===== src/rtl/pipe_pkg.sv =====
// Shared definitions for the 16-bit 5-stage pipeline decode side.
// Holds opcode encodings, bundle widths/offsets, the decoded control
// struct and the opcode decode helper used by decode_exmem_unit.
package pipe_pkg;

  // Widths
  localparam int DATA_W     = 16;
  localparam int REG_ADDR_W = 3;
  localparam int NUM_REGS   = 8;
  localparam int OP_W       = 3;
  localparam int INSTR_W    = 32;
  localparam int ID_EX_W    = 40;
  localparam int EX_MEM_W   = 70;
  localparam int MEM_DATA_W = 32;
  localparam int MEM_ADDR_W = 32;

  // Opcodes
  localparam logic [OP_W-1:0] OP_NOP = 3'b000;
  localparam logic [OP_W-1:0] OP_LDM = 3'b001;
  localparam logic [OP_W-1:0] OP_ADD = 3'b010;
  localparam logic [OP_W-1:0] OP_STD = 3'b011;
  localparam logic [OP_W-1:0] OP_LDD = 3'b100;

  // IF/ID instruction fields
  localparam int INSTR_OP_LSB   = 29;
  localparam int INSTR_RDST_LSB = 21;
  localparam int INSTR_RSRC_LSB = 18;
  localparam int INSTR_IMM_LSB  = 0;

  // ID/EX bundle offsets
  localparam int ID_EX_RDST_LSB  = 37;
  localparam int ID_EX_WB_BIT    = 36;
  localparam int ID_EX_MW_BIT    = 35;
  localparam int ID_EX_MR_BIT    = 34;
  localparam int ID_EX_ALU_BIT   = 33;
  localparam int ID_EX_ALUOP_BIT = 32;
  localparam int ID_EX_DATA1_LSB = 16;
  localparam int ID_EX_DATA2_LSB = 0;

  // EX/MEM bundle offsets
  localparam int EX_MEM_RDST_LSB = 67;
  localparam int EX_MEM_WB_BIT   = 66;
  localparam int EX_MEM_MW_BIT   = 65;
  localparam int EX_MEM_MR_BIT   = 64;
  localparam int EX_MEM_DATA_LSB = 32;
  localparam int EX_MEM_ADDR_LSB = 0;

  typedef struct packed {
    logic wb;
    logic mw;
    logic mr;
    logic alu;
    logic alu_op;
    logic imm;
  } ctrl_t;

  // Opcode to control bits; unlisted opcodes behave as NOP.
  function automatic ctrl_t decode_op(input logic [OP_W-1:0] op);
    ctrl_t c;
    c = '0;
    case (op)
      OP_LDM: begin c.wb = 1'b1; c.alu = 1'b1; c.alu_op = 1'b1; c.imm = 1'b1; end
      OP_ADD: begin c.wb = 1'b1; c.alu = 1'b1; end
      OP_STD: begin c.mw = 1'b1; end
      OP_LDD: begin c.mr = 1'b1; c.wb = 1'b1; end
      default: c = '0;
    endcase
    return c;
  endfunction

endpackage


===== src/rtl/reg_file_8x16.sv =====
// 8 x 16-bit register file, one write port and two combinational read ports.
// Ports:
//   clk, rst_n          clock, asynchronous active-low reset (clears all regs)
//   wr_en/wr_addr/wr_data  write port, captured on rising clk
//   rd_addr1/rd_data1   read port 1
//   rd_addr2/rd_data2   read port 2
// A read of the register being written this cycle returns wr_data directly,
// so the consumer sees the new value without waiting for the edge. The bypass
// is gated by rst_n so reads return the cleared contents during reset.
import pipe_pkg::*;

module reg_file_8x16 (
  input  logic                  clk,
  input  logic                  rst_n,
  input  logic                  wr_en,
  input  logic [REG_ADDR_W-1:0] wr_addr,
  input  logic [DATA_W-1:0]     wr_data,
  input  logic [REG_ADDR_W-1:0] rd_addr1,
  output logic [DATA_W-1:0]     rd_data1,
  input  logic [REG_ADDR_W-1:0] rd_addr2,
  output logic [DATA_W-1:0]     rd_data2
);

  logic [DATA_W-1:0] regs [NUM_REGS];
  logic              hit1;
  logic              hit2;

  always_ff @(posedge clk or negedge rst_n) begin
    if (!rst_n) begin
      for (int i = 0; i < NUM_REGS; i++) regs[i] <= '0;
    end else if (wr_en) begin
      regs[wr_addr] <= wr_data;
    end
  end

  assign hit1 = rst_n && wr_en && (wr_addr == rd_addr1);
  assign hit2 = rst_n && wr_en && (wr_addr == rd_addr2);

  assign rd_data1 = hit1 ? wr_data : regs[rd_addr1];
  assign rd_data2 = hit2 ? wr_data : regs[rd_addr2];

endmodule


===== src/rtl/decode_exmem_unit.sv =====
// Decode-side control block: opcode control unit, register file with
// immediate selection (combinational ID/EX bundle) and the EX/MEM register.
// Ports:
//   clk, rst_n   clock, asynchronous active-low reset
//   instr        IF/ID word: [31:29] op, [23:21] Rdst, [20:18] Rsrc, [15:0] imm
//   wb_en/wb_addr/wb_data  MEM/WB write-back into the register file
//   id_ex        {Rdst, WB, MW, MR, ALU, ALUOp, Data1, Data2}, combinational
//   ex_mem_d     next EX/MEM bundle
//   ex_mem_q     registered EX/MEM bundle (no enable, no flush)
import pipe_pkg::*;

module decode_exmem_unit (
  input  logic                  clk,
  input  logic                  rst_n,
  input  logic [INSTR_W-1:0]    instr,
  input  logic                  wb_en,
  input  logic [REG_ADDR_W-1:0] wb_addr,
  input  logic [DATA_W-1:0]     wb_data,
  output logic [ID_EX_W-1:0]    id_ex,
  input  logic [EX_MEM_W-1:0]   ex_mem_d,
  output logic [EX_MEM_W-1:0]   ex_mem_q
);

  logic [OP_W-1:0]       opcode;
  logic [REG_ADDR_W-1:0] rdst;
  logic [REG_ADDR_W-1:0] rsrc;
  logic [DATA_W-1:0]     imm;
  logic [DATA_W-1:0]     rd_data1;
  logic [DATA_W-1:0]     rd_data2;
  logic [DATA_W-1:0]     data2;
  ctrl_t                 ctrl;
  logic                  unused_instr_bits;

  assign opcode = instr[INSTR_OP_LSB   +: OP_W];
  assign rdst   = instr[INSTR_RDST_LSB +: REG_ADDR_W];
  assign rsrc   = instr[INSTR_RSRC_LSB +: REG_ADDR_W];
  assign imm    = instr[INSTR_IMM_LSB  +: DATA_W];

  // Bits 28:24 and 17:16 carry no meaning for this block.
  assign unused_instr_bits = ^{instr[28:24], instr[17:16]};

  assign ctrl = decode_op(opcode);

  reg_file_8x16 u_reg_file (
    .clk      (clk),
    .rst_n    (rst_n),
    .wr_en    (wb_en),
    .wr_addr  (wb_addr),
    .wr_data  (wb_data),
    .rd_addr1 (rsrc),
    .rd_data1 (rd_data1),
    .rd_addr2 (rdst),
    .rd_data2 (rd_data2)
  );

  // Data2 carries the immediate for LDM, otherwise the Rdst register
  // (the store data for STD).
  assign data2 = ctrl.imm ? imm : rd_data2;

  assign id_ex = {rdst, ctrl.wb, ctrl.mw, ctrl.mr, ctrl.alu, ctrl.alu_op,
                  rd_data1, data2};

  always_ff @(posedge clk or negedge rst_n) begin
    if (!rst_n) ex_mem_q <= '0;
    else        ex_mem_q <= ex_mem_d;
  end

endmodule


===== config.mk =====
export PLATFORM = sky130hd
export DESIGN_NAME = decode_exmem_unit
export DESIGN_NICKNAME = d
export VERILOG_FILES = /design/src/rtl/pipe_pkg.sv /design/src/rtl/reg_file_8x16.sv /design/src/rtl/decode_exmem_unit.sv
export SDC_FILE = /design/constraint.sdc
export NUM_CORES = 1
export LEC_CHECK = 0
export ABC_CLOCK_PERIOD_IN_PS = 2970
export CAP_MARGIN = 10
export CORE_UTILIZATION = 30
export DETAILED_ROUTE_END_ITERATION = 12
export SETUP_SLACK_MARGIN = 0.3
export SLEW_MARGIN = 10
export SYNTH_ARGS = -nofsm -noshare
export SYNTH_HDL_FRONTEND = slang
export SYNTH_SLANG_ARGS = --single-unit

===== constraint.sdc =====
create_clock -name clk -period 2.97 [get_ports clk]
set_clock_uncertainty 0.05 [all_clocks]
set_input_delay 0.891 -clock clk [delete_from_list [all_inputs] [get_ports clk]]
set_output_delay 0.891 -clock clk [all_outputs]
set_load 0.1 [all_outputs]

== Word-level counts from Yosys, hierarchy flattened ==
Index checks and enable logic that the tools add are counted.
Operators by class
  $lt $le $gt $ge: 4
  equal/unequal tests: 6
  muxes and demuxes: 17
  bitwise gates (word level): 3
  reduce and logical (&&, ||, !) cells: 6
Operators by type and width (number)
  $bwmux W128: 1
  $mux W16: 8
  $bmux W16 S3: 2
  $demux W16 S3: 1
  $ge A4 B4 Y1 const B: 3
  $not A3 Y4: 3
  $eq A3 B2 Y1 const B: 2
  $eq A3 B3 Y1: 2
  $logic_and A1 B1 Y1: 4
  $lt A4 B1 Y1 const B: 1
  $mux W1: 4
  $eq A3 B1 Y1 const B: 1
  $eq A3 B3 Y1 const B: 1
  $reduce_or A3 Y1: 1
  $mux W2: 1
  $reduce_or A2 Y1: 1
Word-level totals
  register bits: 198
  input bits: 124
  output and inout port bits: 110
  logic and storage cells: 45

== Depth between registers and ports, before layout ==
Gate-level depths: netlist of the first run.
  word-level depth: 6
  mapped depth: 7
  gate-level depth less buffers: 4

== By module ==
A second synthesis of the first run with hierarchy kept.
Unflattened totals
  cells, all modules: 551
  area, all modules: 9374.0 sq um
By module, submodules not included
  reg_file_8x16: instances 1, cells an instance 455, area each 7309.5 sq um, sequential area each 3203.1 sq um
  decode_exmem_unit: instances 1, cells an instance 96, area each 2064.5 sq um, sequential area each 1751.7 sq um

== Least setup slack after synthesis of the first run ==
OpenSTA, ideal clock, no wires.
  kind: input port to output port
  start point: input instr[29]
  end point: output id_ex[36]
  arrival time: 3860 ps
  data required time: 2029 ps
  path slack: -1831 ps
  stages on the path: 2
  path buffers: 0
  path through: nor3b_1 > or2_2
Between the ends
  longest elaborated chain between the ends: 3
  elaborated cells on any way between the ends: 5
  classes of those cells: 3 x eq/ne; 1 x mux; 1 x reduce/logical
Ends and longest elaborated chain
  start, declared: line decode_exmem_unit.sv:15  | input logic [INSTR_W-1:0] instr,
  $eq A3 B3 Y1, or another cell as far along: line pipe_pkg.sv:61  | case (op)
  $reduce_or A3 Y1 (no line) *
  $mux W1 *: line pipe_pkg.sv:61
  end, declared: line decode_exmem_unit.sv:19  | output logic [ID_EX_W-1:0] id_ex,
Every way passes the cells marked *; elsewhere a longest branch is shown, timed or not.

== Worst setup path after layout of the first run ==
  start point: input instr[21]
  end point: output id_ex[5]
Between the ends
  longest elaborated chain between the ends: 6
  elaborated cells on any way between the ends: 8
  classes of those cells: 1 x eq/ne; 5 x mux; 1 x bitwise; 1 x reduce/logical
Ends and longest elaborated chain
  $not A3 Y4 (implied by the code): line reg_file_8x16.sv:40  | assign rd_data2 = hit2 ? wr_data : regs[rd_addr2];
  $bmux W16 S3: line reg_file_8x16.sv:40
  $mux W16 (implied by the code) (2 in a row): line reg_file_8x16.sv:40
  $mux W16 *: line reg_file_8x16.sv:40
  $mux W16 *: line decode_exmem_unit.sv:58  | assign data2 = ctrl.imm ? imm : rd_data2;
Every way passes the cells marked *; elsewhere a longest branch is shown, timed or not. The select of a mux whose other input is x is not followed.

==> run metrics, run 1 <==
largest cells by area after synthesis dfrtp_1, mux4_2, mux2_2; Synth Area in XOR/XNOR 0.919%; Post-Synthesis Cell Area 9120 sq um; CTS Buf Count 17; failing checks setup timing; Netlist cell types 32; Starting Density 30.6%; critical path arrival 2.52 ns; Die Width roughly 180 um; Worst slew margin 38.5%; Synth Net Count 733; Yosys Warn Count 0; Critical Path RT 2.03 ns; CP startpoint kind primary input; fin. max-slew vios 0; Psw around 3.7 mW; initial antenna violation count 0; layout cells sized above 1 56.1%; Final setup viols 33; Placed Cells incl. Taps 1278; largest net degree at the start of global routing 73; # IOs 234; Hold Crit Class flop to flop; # port buffers 226; P&R area growth vs syn 57.6%; final setup margin -0.487 ns; final core utilization 48.2%; DRT iter0 DRCs around 300; Logic pwr share 39.9%; Compound-Gate Fraction of Synth Area 5.13%; Initial DRT Pass Iterations 6; Pint 6.03 mW; status finished with violations; final WL 26800 um; max-cap viol count 0; area leader, netlist dfrtp_1; GR Overflow Total 0; Total GRT Usage 18.0%; fin crit share 116%; Synth Area in Simple Gates 4.43%; register area share after synthesis 54.3%; total die area 31100 sq um; fmax 289 MHz; row count 63; worst slew pin tran 0.923 ns; Sw Share about 38%; routed len/inst 20.1 um; adder-cell area share of the yosys netlist 0%; Main synth FF type dfrtp_1; RSZ-0062 raised after global routing yes; first-pass GRT wire length about 41000 um; Final Hold Viols 0; crit end category output pin; post-place setup slack -1.21 ns; Clock Latency Late Sink 0.43 ns; IR drop worst, VDD 331 uV; Antenna Nets Post-Route 0; PwrDens slightly below 700 nW/um^2; vias in the first global route 6872; asr flop ratio synth 100%; antenna diode count 0; Final Instance Count excl. Fillers ~1300; most frequent cell after synthesis dfrtp_1; root buffer cell clkbuf_16; CTS tree built; post-synth top area share 54.3%; Reg clk slew, reported paths 0.08 ns; total number of vias 6490; CTS H-tree lvls 4; die height 176 um; CTS Sinks 198; Final Total Pwr just under 10 mW; Reg power frac 35.1%; Commonest cells post-synth dfrtp_1, mux2_2, mux4_2, nand2_1, nor2_1; clock buffer depth 2; Nets 1051; setup slack, reg-to-reg 2.12 ns; number of remaining DRC errors 0; Core Region 29800 sq um; Clock Power Share 25.0%; Avg Cell Area, Syn 15.0 sq um; Cells after Synth 609; post-DP HPWL 17900 um; Seq cells post-synth roughly 200; vias per cell around 4.9; leakage 6.10 nW; mux contribution to synthesized area between 30% and 40%; CP max FO 8; Period minus WS final 3.46 ns; GP Congestion 0.744; largest family of logic cells by synthesized area multiplexers; Post-synth EDFFs 0; CP Class primary input to output pin
## worst paths after layout
check / cells after the start / endpoint / start
min in group asynchronous: 2 / u_reg_file.regs[36] / rst_n
hold reg to reg: 2 / u_reg_file.regs[17] / u_reg_file.regs[17]
setup reg to reg: 1 / u_reg_file.regs[117] / u_reg_file.regs[117]
setup / recovery: 9 / id_ex[5] / instr[21]
hold / removal: 2 / u_reg_file.regs[17] / u_reg_file.regs[17]
max in group asynchronous: 3 / u_reg_file.regs[42] / rst_n
## power by group through the flow
stage	registers [mW]	clock network [mW]	logic [mW]
after floorplan	3.71	0	2.16
after global placement	3.44	0	3.73
after detailed placement	3.45	0	3.75
after CTS	3.40	2.51	3.85
after global routing	3.46	2.61	4.05
final	3.40	2.43	3.88
## metrics by stage
stage                     hold slack, ns  instance area, sq um  TNS [ns]
final                              0.453                 14400    -15.04
after global routing               0.498                 14400    -16.60
after CTS                          0.461                 14200    -15.38
after detailed placement           0.441                 13100    -34.93
after global placement             0.428                 13100    -34.56
after floorplan                    0.411                  9580    -16.23
## cells by family (layout without fill, tap and decap cells)
logic type | count (synthesis) | count (layout)
muxes | 192 | 192
xor gates and xnor gates | 7 | 7
buffers and inverters | 63 | 394
DFF | 198 | 198
and+or+nand+nor | 84 | 84
AOI/OAI and AO/OA | 65 | 65
## registers in the layout, indices dropped and copies added, names as in the netlist
name,flops
ex_mem_q,70
u_reg_file.regs,128
## cells in the final DEF, fill, tap and decap left out, drive strengths merged
cell type,n
buf,246
dfrtp,198
clkdlybuf4s50,102
mux2,96
mux4,64
nand2,34
nor2,34
o21ai,32
mux2i,32
clkbuf,21
inv,18
a21oi,16
a221o,8
a221oi,8
clkinv,6
xor2,6
nand4b,3
nor3b,3
nor3,2
or4,1
or3b,1
nor4,1
and2,1
o41ai,1
xnor2,1
or2,1
and3b,1
nand4,1
nand2b,1
clkdlybuf4s15,1
## worst max-delay path: stages
cell	delay (ns)
buf_6	0.09
buf_12	0.14
buf_6	0.12
xor2_4	0.16
o41ai_4	0.34
buf_12	0.20
nor2_1	0.06
a221o_2	0.32
buf_12	0.17
## routing by layer
layer | vias up | share of wire, % | routed length (um) | global-route usage [%]
li1 | 2891 | - | - | -
met1 | 3373 | 43 | 11500 | 23.4
met2 | 206 | 49 | 13200 | 29.7
met3 | 20 | 6.0 | 1600 | 4.72
met4 | 0 | 1.6 | 416 | 4.45
met5 | - | 0 | 0 | 0
## timing repair
item / 4_1_cts / 5_1_grt
setup buffers: 11 / 3
resized for setup: 112 / 28
setup endpoints to repair: 38 / 35
pin swaps: 14 / 12
hold buffers: 0 / 0
cloned: 4 / 2
## area by class of cell
| type | instances | area [sq um] |
|---|---|---|
| fill | 2574 | 15400 |
| clock inverter | 15 | 211 |
| tap | 390 | 488 |
| inverter | 9 | 46.3 |
| timing repair buffer | 353 | 3860 |
| clock buffer | 17 | 425 |
| multi-input combinational | 348 | 4390 |
| sequential | 198 | 4950 |
No activity file was read; power rests on OpenSTA's default activity.
==> run 2, diff against run 1 <==
--- a/config.mk
+++ b/config.mk
@@ -5,7 +5,7 @@
 export SDC_FILE = /design/constraint.sdc
 export NUM_CORES = 1
 export LEC_CHECK = 0
-export ABC_CLOCK_PERIOD_IN_PS = 2970
+export ABC_CLOCK_PERIOD_IN_PS = 4300
 export CAP_MARGIN = 10
 export CORE_UTILIZATION = 30
 export DETAILED_ROUTE_END_ITERATION = 12
==> constraint.sdc (replaced) <==
create_clock -name clk -period 4.3 [get_ports clk]
set_clock_uncertainty 0.05 [all_clocks]
set_input_delay 1.29 -clock clk [delete_from_list [all_inputs] [get_ports clk]]
set_output_delay 1.29 -clock clk [all_outputs]
set_load 0.1 [all_outputs]
==> run 2 against run 1 <==
The run now ends clean. Global-route usage down 0.22 points. First-iteration DRC count down 4.7%. Sequential power down 31%. Non-clock buffer count down 44. Core utilization down 0.54 points. Critical path depth down 1. Sequential share of layout area up 0.39 points. Via count down 3.2%. Cell area down 1.1%. Die area unchanged. Combinational power down 32%. Critical endpoint unchanged. Highest routed layer unchanged.
==> run metrics, run 2 (synthesis results as in run 1) <==
number of remaining DRC errors 0; R2R depth 1; Final Hold Viols 0; P&R area growth vs syn 55.8%; final core utilization 47.7%; CTS Buf Count 17; Die Width 176 um; CP most frequent cell buf_12; first-pass GRT wire length 40900 um; Initial DRT Pass Iterations 4; status finished clean; total number of vias 6283; final non-filler cell area ~14000 sq um; initial antenna violation count 1; CP Class primary input to output pin; Sw Share between 30% and 40%; vias per cell 4.89; GR Overflow Total 0; Total GRT Usage between 10% and 20%; post-place setup slack -0.621 ns; crit-path cells buf_6 -> buf_12 -> buf_12 -> mux4_2 -> mux2i_1 -> nor2_1 -> a221o_2 -> buf_12; leakage 5.84 nW; dpl cell area 13000 sq um; Psw 2.55 mW; CP max FO 6; CTS Sinks 198; slowest cell delay on critical path between 0.5 and 0.6 ns; critical path arrival about 2.9 ns; Critical Path RT 2.96 ns; Core Region 29800 sq um; routed len/inst about 20 um; Placed Cells incl. Taps 1238; max-cap viol count 0; GP Congestion approximately 0.76; Starting Density 30.6%; fmax 234 MHz; Reg power frac 35.1%; commonest non-fill, non-tap cells in the layout dfrtp_1, clkdlybuf4s50_1, mux2_2; # IOs 234; Nets 1007; CTS H-tree lvls 4; CP startpoint kind primary input; Critical Path Stages 8; CTS tree built; Clock Power Share 25.6%; commonest non-fill, non-tap cell in the layout dfrtp_1; largest net degree at the start of global routing 199; Pint between 4 and 5 mW; IR drop worst, VDD 345 uV; post-DP HPWL 17400 um; Logic pwr share 39.3%; Final setup viols 0; fin crit share 99.4%; # port buffers 226; setup TNS 0 ns; final setup margin 0.0273 ns; root buffer cell clkbuf_16; Reg clk slew, reported paths approximately 0.080 ns; Clock Latency Late Sink around 0.43 ns; vias in the first global route 6755; row count 63; WHS between 0.4 and 0.5 ns; Min-Delay Path Depth 2; DRT iter0 DRCs 285; hold buffers post-CTS 0; RSZ-0062 raised after global routing yes; biggest regs u_reg_file.regs x128, ex_mem_q x70; final WL 26200 um; crit-path leading delay family multiplexers; die height ~180 um; Hold Crit Class flop to flop; crit end category output pin; antenna diode count 0; Antenna Nets Post-Route 0; Largest register FFs 128; Period minus WS final 4.27 ns; PwrDens 471 nW/um^2; Final Total Pwr 6.69 mW; worst slew pin tran 1.10 ns; Final Instance Count excl. Fillers 1286; total die area 31100 sq um; fin. max-slew vios 0; Buf+Inv Stages, Crit Path 4; Worst slew margin 26.9%; Top reg by flops u_reg_file.regs; clock buffer depth 2; slowest CP cell mux4_2; layout cells sized above 1 45.9%
## run 2: layout make-up
type	instances	area (sq um)
clock buffer	17	425
clock inverter	15	221
fill	2630	15600
inverter	9	46.3
multi-input combinational	348	4360
sequential	198	4950
tap	390	488
timing repair buffer	309	3710
## run 2: power groups by stage
| stage | clock (mW) | combinational (mW) | sequential, mW |
|---|---|---|---|
| 2_1_floorplan | 0 | 1.49 | 2.56 |
| 3_3_place_gp | 0 | 2.54 | 2.37 |
| 3_5_place_dp | 0 | 2.56 | 2.38 |
| 4_1_cts | 1.76 | 2.63 | 2.34 |
| 5_1_grt | 1.84 | 2.74 | 2.39 |
| 6_report | 1.71 | 2.63 | 2.35 |
## run 2: per-layer routing
layer,vias to the layer above,wire (um),GRT usage [%]
met5,-,0,0
met4,0,359,4.45
met3,21,2060,5.08
met2,221,13200,30.0
met1,3240,10600,22.3
li1,2801,-,-
## run 2: timing repair
action	in CTS	in global routing
cloned	7	2
setup buffers	7	0
setup endpoints to repair	33	32
pin swaps	15	11
resized for setup	109	17
## run 2: worst paths after layout
check / startpoint / endpoint / slack (ns)
worst min-delay path: u_reg_file.regs[20] / u_reg_file.regs[20] / 0.45
worst max register to register: u_reg_file.regs[53] / u_reg_file.regs[53] / 3.45
worst max-delay path: instr[21] / id_ex[5] / 0.03
max in group asynchronous: rst_n / u_reg_file.regs[94] / 2.36
worst min register to register: u_reg_file.regs[20] / u_reg_file.regs[20] / 0.45
min in group asynchronous: rst_n / u_reg_file.regs[99] / 1.02
## run 2: worst min-delay path, delay by kind of cell, from the launching register on
kind | cells | cell delay, ns
flops | 1 | 0.36
compound gates | 1 | 0.06
simple gates | 1 | 0.05
